===== src/rtl/dmem_axi_write.sv =====
// ---------------------------------------------------------------------------
// dmem_axi_write
//
// Store-path adapter. It turns single-word core write requests into AXI4
// single-beat write transactions on the AW/W/B channels and reports
// completion back to the core once the write response has arrived. Only one
// write is in flight at a time.
//
// Optional feature macro: DMEM_AXI_WRITE_ERRSTAT_EN
//   defined     -> err_sticky / err_count track SLVERR/DECERR responses
//   not defined -> err_sticky / err_count tied to 0, no error logic
//
// Ports
//   ACLK, ARESETN            clock, asynchronous active-low reset
//   dram_base                base added to mem_addr to form AWADDR
//   mem_valid / mem_ready    core store request handshake
//   mem_addr/wdata/wstrb     core store address, data, byte enables
//   mem_bdone                one-cycle pulse: store completed
//   M_AXI_AW*                write address channel (constant attributes)
//   M_AXI_W*                 write data channel, always a single last beat
//   M_AXI_B*                 write response channel
//   err_sticky, err_count    error status (see macro above)
// ---------------------------------------------------------------------------
module dmem_axi_write #(
    parameter int AXI_ID_W   = 1,
    parameter int AXI_ADDR_W = 32,
    parameter int AXI_DATA_W = 32
) (
    input  logic                  ACLK,
    input  logic                  ARESETN,
    input  logic [31:0]           dram_base,
    input  logic                  mem_valid,
    output logic                  mem_ready,
    input  logic [31:0]           mem_addr,
    input  logic [31:0]           mem_wdata,
    input  logic [3:0]            mem_wstrb,
    output logic                  mem_bdone,
    output logic [AXI_ID_W-1:0]   M_AXI_AWID,
    output logic [AXI_ADDR_W-1:0] M_AXI_AWADDR,
    output logic [7:0]            M_AXI_AWLEN,
    output logic [2:0]            M_AXI_AWSIZE,
    output logic [1:0]            M_AXI_AWBURST,
    output logic                  M_AXI_AWLOCK,
    output logic [3:0]            M_AXI_AWCACHE,
    output logic [2:0]            M_AXI_AWPROT,
    output logic [3:0]            M_AXI_AWQOS,
    output logic                  M_AXI_AWVALID,
    input  logic                  M_AXI_AWREADY,
    output logic [AXI_DATA_W-1:0] M_AXI_WDATA,
    output logic [3:0]            M_AXI_WSTRB,
    output logic                  M_AXI_WLAST,
    output logic                  M_AXI_WVALID,
    input  logic                  M_AXI_WREADY,
    input  logic [AXI_ID_W-1:0]   M_AXI_BID,
    input  logic [1:0]            M_AXI_BRESP,
    input  logic                  M_AXI_BVALID,
    output logic                  M_AXI_BREADY,
    output logic                  err_sticky,
    output logic [7:0]            err_count
);

    typedef enum logic [1:0] {
        IDLE = 2'd0,
        SEND = 2'd1,
        RESP = 2'd2
    } state_t;

    state_t                  r_state;
    state_t                  w_stateNext;
    logic [AXI_ADDR_W-1:0]   r_awaddr;
    logic [AXI_ADDR_W-1:0]   w_awaddrNext;
    logic [AXI_DATA_W-1:0]   r_wdata;
    logic [AXI_DATA_W-1:0]   w_wdataNext;
    logic [3:0]              r_wstrb;
    logic [3:0]              w_wstrbNext;
    logic                    r_awvalid;
    logic                    w_awvalidNext;
    logic                    r_wvalid;
    logic                    w_wvalidNext;
    logic                    r_bready;
    logic                    w_breadyNext;
    logic                    r_bdone;
    logic                    w_bdoneNext;
    logic [31:0]             w_sum;
    logic                    w_bHandshake;
    logic                    w_unused;

    // Address translation wraps modulo 2^32; low two bits are dropped so the
    // beat is always word aligned and byte lanes come from the strobes.
    assign w_sum        = dram_base + mem_addr;
    assign w_bHandshake = (r_state == RESP) && r_bready && M_AXI_BVALID;
    assign w_unused     = ^{M_AXI_BID, M_AXI_BRESP, w_sum[1:0]};

    // Next-state and next-output decode. VALIDs drop independently after
    // their own handshake; a VALID that is already low counts as done, so
    // the move to RESP happens once both are (or are about to be) low.
    always_comb begin
        w_stateNext   = r_state;
        w_awaddrNext  = r_awaddr;
        w_wdataNext   = r_wdata;
        w_wstrbNext   = r_wstrb;
        w_awvalidNext = r_awvalid;
        w_wvalidNext  = r_wvalid;
        w_breadyNext  = r_bready;
        w_bdoneNext   = 1'b0;
        case (r_state)
            IDLE: begin
                if (mem_valid) begin
                    if (mem_wstrb == 4'h0) begin
                        w_bdoneNext = 1'b1;
                    end else begin
                        w_awaddrNext  = AXI_ADDR_W'({w_sum[31:2], 2'b00});
                        w_wdataNext   = AXI_DATA_W'(mem_wdata);
                        w_wstrbNext   = mem_wstrb;
                        w_awvalidNext = 1'b1;
                        w_wvalidNext  = 1'b1;
                        w_stateNext   = SEND;
                    end
                end
            end
            SEND: begin
                w_awvalidNext = r_awvalid && !M_AXI_AWREADY;
                w_wvalidNext  = r_wvalid && !M_AXI_WREADY;
                if (!w_awvalidNext && !w_wvalidNext) begin
                    w_breadyNext = 1'b1;
                    w_stateNext  = RESP;
                end
            end
            RESP: begin
                if (w_bHandshake) begin
                    w_breadyNext = 1'b0;
                    w_bdoneNext  = 1'b1;
                    w_stateNext  = IDLE;
                end
            end
            default: begin
                w_awvalidNext = 1'b0;
                w_wvalidNext  = 1'b0;
                w_breadyNext  = 1'b0;
                w_stateNext   = IDLE;
            end
        endcase
    end

    // State and registered outputs; reset abandons any in-flight write.
    always_ff @(posedge ACLK or negedge ARESETN) begin
        if (!ARESETN) begin
            r_state   <= IDLE;
            r_awaddr  <= '0;
            r_wdata   <= '0;
            r_wstrb   <= '0;
            r_awvalid <= 1'b0;
            r_wvalid  <= 1'b0;
            r_bready  <= 1'b0;
            r_bdone   <= 1'b0;
        end else begin
            r_state   <= w_stateNext;
            r_awaddr  <= w_awaddrNext;
            r_wdata   <= w_wdataNext;
            r_wstrb   <= w_wstrbNext;
            r_awvalid <= w_awvalidNext;
            r_wvalid  <= w_wvalidNext;
            r_bready  <= w_breadyNext;
            r_bdone   <= w_bdoneNext;
        end
    end

`ifdef DMEM_AXI_WRITE_ERRSTAT_EN
    logic       r_errSticky;
    logic [7:0] r_errCount;

    // SLVERR and DECERR both have BRESP[1] set; the counter saturates.
    always_ff @(posedge ACLK or negedge ARESETN) begin
        if (!ARESETN) begin
            r_errSticky <= 1'b0;
            r_errCount  <= 8'd0;
        end else if (w_bHandshake && M_AXI_BRESP[1]) begin
            r_errSticky <= 1'b1;
            if (r_errCount != 8'hFF) begin
                r_errCount <= r_errCount + 8'd1;
            end
        end
    end

    assign err_sticky = r_errSticky;
    assign err_count  = r_errCount;
`else
    assign err_sticky = 1'b0;
    assign err_count  = 8'd0;
`endif

    assign mem_ready     = (r_state == IDLE);
    assign mem_bdone     = r_bdone;
    assign M_AXI_AWID    = '0;
    assign M_AXI_AWADDR  = r_awaddr;
    assign M_AXI_AWLEN   = 8'd0;
    assign M_AXI_AWSIZE  = 3'b010;
    assign M_AXI_AWBURST = 2'b01;
    assign M_AXI_AWLOCK  = 1'b0;
    assign M_AXI_AWCACHE = 4'b0011;
    assign M_AXI_AWPROT  = 3'b000;
    assign M_AXI_AWQOS   = 4'd0;
    assign M_AXI_AWVALID = r_awvalid;
    assign M_AXI_WDATA   = r_wdata;
    assign M_AXI_WSTRB   = r_wstrb;
    assign M_AXI_WLAST   = r_wvalid;
    assign M_AXI_WVALID  = r_wvalid;
    assign M_AXI_BREADY  = r_bready;

endmodule


===== config.mk =====
export PLATFORM = sky130hd
export DESIGN_NAME = dmem_axi_write
export DESIGN_NICKNAME = d
export VERILOG_FILES = /design/src/rtl/dmem_axi_write.sv
export SDC_FILE = /design/constraint.sdc
export NUM_CORES = 1
export LEC_CHECK = 0
export BUFFER_PORTS_ARGS = -buffer_cell sky130_fd_sc_hd__buf_2
export CAP_MARGIN = 20
export CORE_MARGIN = 4
export CORE_UTILIZATION = 48
export CTS_CLUSTER_DIAMETER = 120
export DETAILED_ROUTE_END_ITERATION = 12
export PLACE_DENSITY_LB_ADDON = 0.08
export SYNTH_ARGS = -nofsm -noshare
export SYNTH_HDL_FRONTEND = slang
export SYNTH_SLANG_ARGS = --single-unit

===== constraint.sdc =====
create_clock -name ACLK -period 2.2 [get_ports ACLK]
set_clock_uncertainty 0.15 [all_clocks]
set_input_delay 0.22 -clock ACLK [delete_from_list [all_inputs] [get_ports ACLK]]
set_output_delay 0.22 -clock ACLK [all_outputs]
set_load 0.005 [all_outputs]

* Word-level counts from Yosys, hierarchy flattened *
Cells that the tools add are included.

word-level totals
  register bits after elaboration = 72
  bits of input ports = 109
  output and inout bits = 109
  word-level logic and storage cells = 49

operators by class
  $add $sub $neg = 1
  equal/unequal tests = 6
  mux-type cells = 16
  bitwise operators = 3
  reduce and logical (&&, ||, !) cells = 15

operator list
  operator                                                                count
  32-bit adder                                                            1
  1-bit case mux with 3 select lines                                      3
  3-bit AND reduction                                                     3
  2-bit two-way mux                                                       4
  2-bit inequality test (second input constant)                           4
  1-bit two-way mux                                                       7
  2-bit case mux with 3 select lines                                      1
  1-bit logical AND                                                       5
  1-bit logical NOT                                                       4
  4-bit logical NOT                                                       1
  4-bit AND reduction                                                     1
  1-bit inverter                                                          3
  2-bit by 1-bit equality test with 1-bit output (second input constant)  1
  2-bit equality test (second input constant)                             1
  2-bit logical NOT                                                       1
  1-bit case mux with 2 select lines                                      1

* Logic depth before layout (Yosys ltp) *
  word-level depth = 6
  gate-level depth with buffers = 9
  gate-level depth less buffers = 8

* Worst setup path before layout *
Ideal clock, no wire load.

  path kind = input-to-reg
  start point = in dram_base[8]
  end point = reg r_awaddr[27], in the netlist M_AXI_AWADDR[27]
  library setup time = 147 ps
  arrival time = 1989 ps
  data required time = 1903 ps
  setup slack = -86 ps
  stages = 8
  buffers on the path = 0
  cells stage by stage = ha_1 a2111oi_4 nand2_1 nor3_1 o21ai_0 a31oi_1 mux2i_1 o311ai_0

on the way
  longest elaborated chain between the ends = 1

RTL lines
  element                 RTL line  source
  start: declaration      31        input logic [31:0] dram_base,
  32-bit adder            90        assign w_sum = dram_base + mem_addr;
  end signal: assignment  158       r_awaddr <= w_awaddrNext;
  end: declaration        70        logic [AXI_ADDR_W-1:0] r_awaddr;

Every way passes these cells.
A chain may end at the register's enable or synchronous reset.

* Worst setup path after layout *
  start point = in dram_base[8]
  end point = reg r_awaddr[28], in the netlist M_AXI_AWADDR[28]

Same word-level chain as after synthesis.

==> metrics.yaml <==
path_cells: "buf_2, ha_4, a2111oi_4, o21ai_2, o21ai_2, a21oi_2, a2111oi_4, buf_4, o21ai_2, o31ai_1"
routedWlPerCell_um: 14.2
grt_max_degree: 73
ys_types: 54
reg2reg_to: "M_AXI_AWADDR[29]"
drive_above_1_share: 0.342
synth_cells: 565
die-area_um2: 11400
ys_warn_count: 0
htreeDepth: 3
fmax_mhz: 471
drv_cap: 0
pre_cts_ws_ns: -0.388
drt_wl_total_mm: 13.9
die_h_um: 107
die_x_um: 107
worstPathMaxFanout: 5
first_global_vias: 4872
synth_top_area_frac: 0.383
core_area_um2: 9370
cts.sinks: 72
synth-main-ff-cell: "dfrtp_1"
dp_hpwl_mm: 10.6
cts_buffer_depth: 2
initial_core_util: 0.502
cp_slowest_cell: "a2111oi_4"
critPathLaunch: "dram_base[8]"
fillCellCount: 729
clock_latency_ns: 0.33
diodes: 0
p_leak_nw: 3.62
synth-edff-count: 0
place_congestion: 0.834
num_io_pins: 218
crit_path_frequent_cell: "o21ai_2"
slew_violations: 0
hold_ws_ns: 0.0346
postRouteAntennaNets: 0
nets: 983
grt_antenna_before_repair: 0
vias: 4891
grt_use_total: 0.240
rsz0062_at_grt: "true"
final_cell_count_no_fill: 978
dr.max_layer_used: "met4"
yosys.area.top_type: "dfrtp_1"
place_inst: 921
place_area_um2: 6150
fin_crit_sh: 0.966
row_count: 35
power_density_nw_per_um2: 918
worstHoldPathCells: 4
finalSetupViolCount: 0
areaGrowthSynthToFinish_pct: 44.7
start_kind: "input pin"
status: "complete, no violations"
final_cell_area_um2: 6800
fin_ws_ns: 0.0752
path_class: "in -> reg"
drt-initial-drc-count: 239
required_ns: 2.30
clockRootBuffer: "clkbuf_8"
grt_overflow_total: 0
wl_met2_mm: 6.64
min_delay_worst_endpoint: "M_AXI_AWVALID"
critPathCaptureType: "flip-flop"
wl_met3_mm: 1.02
yosys-top-cells-area: "dfrtp_1, nand2_1, ha_1, buf_4, o21ai_0"
arrival_ns: 2.22
reg2reg_depth: 7
syn-cell-area_um2: 4700
ff2ff_setup_slack_ns: 0.44
fin_crit_ns: 2.12
cts_buffers: 9
firstDrtPassIters: 5
wl_met1_mm: 5.84
hold_path_startpoint: "M_AXI_AWREADY"
cts.clk_slew.worst_paths_ns: 0.08
hold_class: "in -> reg"
irDropWorstVdd_uv: 408
drt_drc_violations_left: 0
cts_tree: "built"
critical_path.max_stage_delay_ns: 0.35
numPortBuffers: 177
hold_viol: 0
synth_seq_cells: 72
syn_avg_cell_area_um2: 8.32
synthArstFlopShare: 1.00
grt_first_pass_wirelength_mm: 22.5
vias_per_cell: 5.00
yosysSeqAreaShare: 0.383
r2r-start: "r_state[1]"
routing by layer:
metal / up-vias / track usage
li1: 2437 / -
met1: 2218 / 0.305
met2: 212 / 0.411
met3: 24 / 0.0433
met4: 0 / 0.0831
met5: - / 0
synthesized netlist by cell type (3+ instances only):
master	count
clkbuf_1	15
o21ai_2	3
dfrtp_1	72
xnor2_1	8
a21o_1	13
inv_1	8
nor3b_1	5
nand2b_1	4
nor3_1	11
nand4_1	8
and3_1	4
xor2_1	11
o21ai_0	41
ha_1	30
o211ai_1	4
nor2b_1	3
nand3b_1	3
a31oi_1	4
o21a_1	7
buf_4	38
buf_1	3
nor2_1	21
o311ai_0	3
nand3_1	9
a21oi_1	32
or3_1	6
nand2_1	162
o31ai_1	4
per-stage QoR:
stage               total power (W)   util  TNS (ns)
floorplan                   0.00370      -         0
global placement            0.00497  0.656     -2.08
detailed placement          0.00506  0.656     -3.21
CTS                         0.00626  0.722         0
global route                0.00676  0.726    -0.167
finish                      0.00625  0.726         0
cell type report:
cell class / count / area (um2) / area share
multi-input combinational: 461 / 2700 / 0.396
timing repair buffer: 292 / 1900 / 0.279
tap: 129 / 161 / 0.0237
clock inverter: 6 / 91.3 / 0.0134
clock buffer: 10 / 128 / 0.0188
sequential: 72 / 1800 / 0.265
inverter: 8 / 30.0 / 0.00441
cells in the final DEF (no fill, tap or decap), types with 4 or more instances in the layout:
cell type      count
o211ai_1           4
o21ai_0           36
dfrtp_1           72
clkbuf_8           9
buf_12             4
nand4_1            8
buf_4             72
xnor2_1            8
nor3b_1            5
ha_1              28
a21o_1            13
buf_2            177
inv_1              8
a21oi_1           29
o21a_1             7
nand3_1            9
xor2_1            11
or3_1              6
conb_1            37
nand2_1          162
o21ai_1            5
nor3_1            10
and3_1             4
o31ai_1            4
dlygate4sd3_1     39
nor2_1            21
registers in the layout, summed over array words and instances, names as in the netlist:
| signal | count |
|---|---|
| M_AXI_AWVALID | 1 |
| M_AXI_BREADY | 1 |
| M_AXI_WDATA | 32 |
| M_AXI_WSTRB | 4 |
| r_state | 2 |
| mem_bdone | 1 |
| M_AXI_AWADDR | 30 |
| M_AXI_WLAST | 1 |
repair_timing:
action,in CTS,in global routing
setup buffers,1,1
setup endpoints to repair,1,7
pin swaps,1,3
hold buffers,39,0
resized for setup,1,8
hold endpoints to repair,110,0
worst max path at each step:
stage | end | slack, ns | cells past startpoint
4_1_cts | M_AXI_AWADDR[27] | 0.02 | 9
3_3_place_gp | M_AXI_AWADDR[27] | -0.30 | 9
6_report | M_AXI_AWADDR[28] | 0.08 | 10
5_1_grt | M_AXI_AWADDR[30] | -0.06 | 10
2_1_floorplan | M_AXI_AWADDR[24] | 0.02 | 8
3_5_place_dp | M_AXI_AWADDR[27] | -0.39 | 9
power by group:
part | internal (W) | total [W] | switching [W]
Sequential | 0.00196 | 0.00236 | 0.000399
Clock | 0.000645 | 0.00113 | 0.000487
Combinational | 0.00132 | 0.00276 | 0.00144
Total | 0.00392 | 0.00625 | 0.00233
kinds of logic (layout without fill, tap and decap cells):
logic type	Yosys count	count (layout)	synth area share
simple gates	243	243	0.225
other cells	2	37	0.00160
buf+inv	67	316	0.0860
compound gates	129	129	0.182
mux	3	3	0.00692
fa+ha+maj	30	30	0.0799
flops	72	72	0.383
xor+xnor	19	19	0.0354
critical path, delay by kind of cell:
family | cells | cell delay [ns]
compound gates | 7 | 1.42
fa+ha+maj | 1 | 0.26
buf+inv | 2 | 0.31
Note: power is estimated with default switching activity, not from simulation.
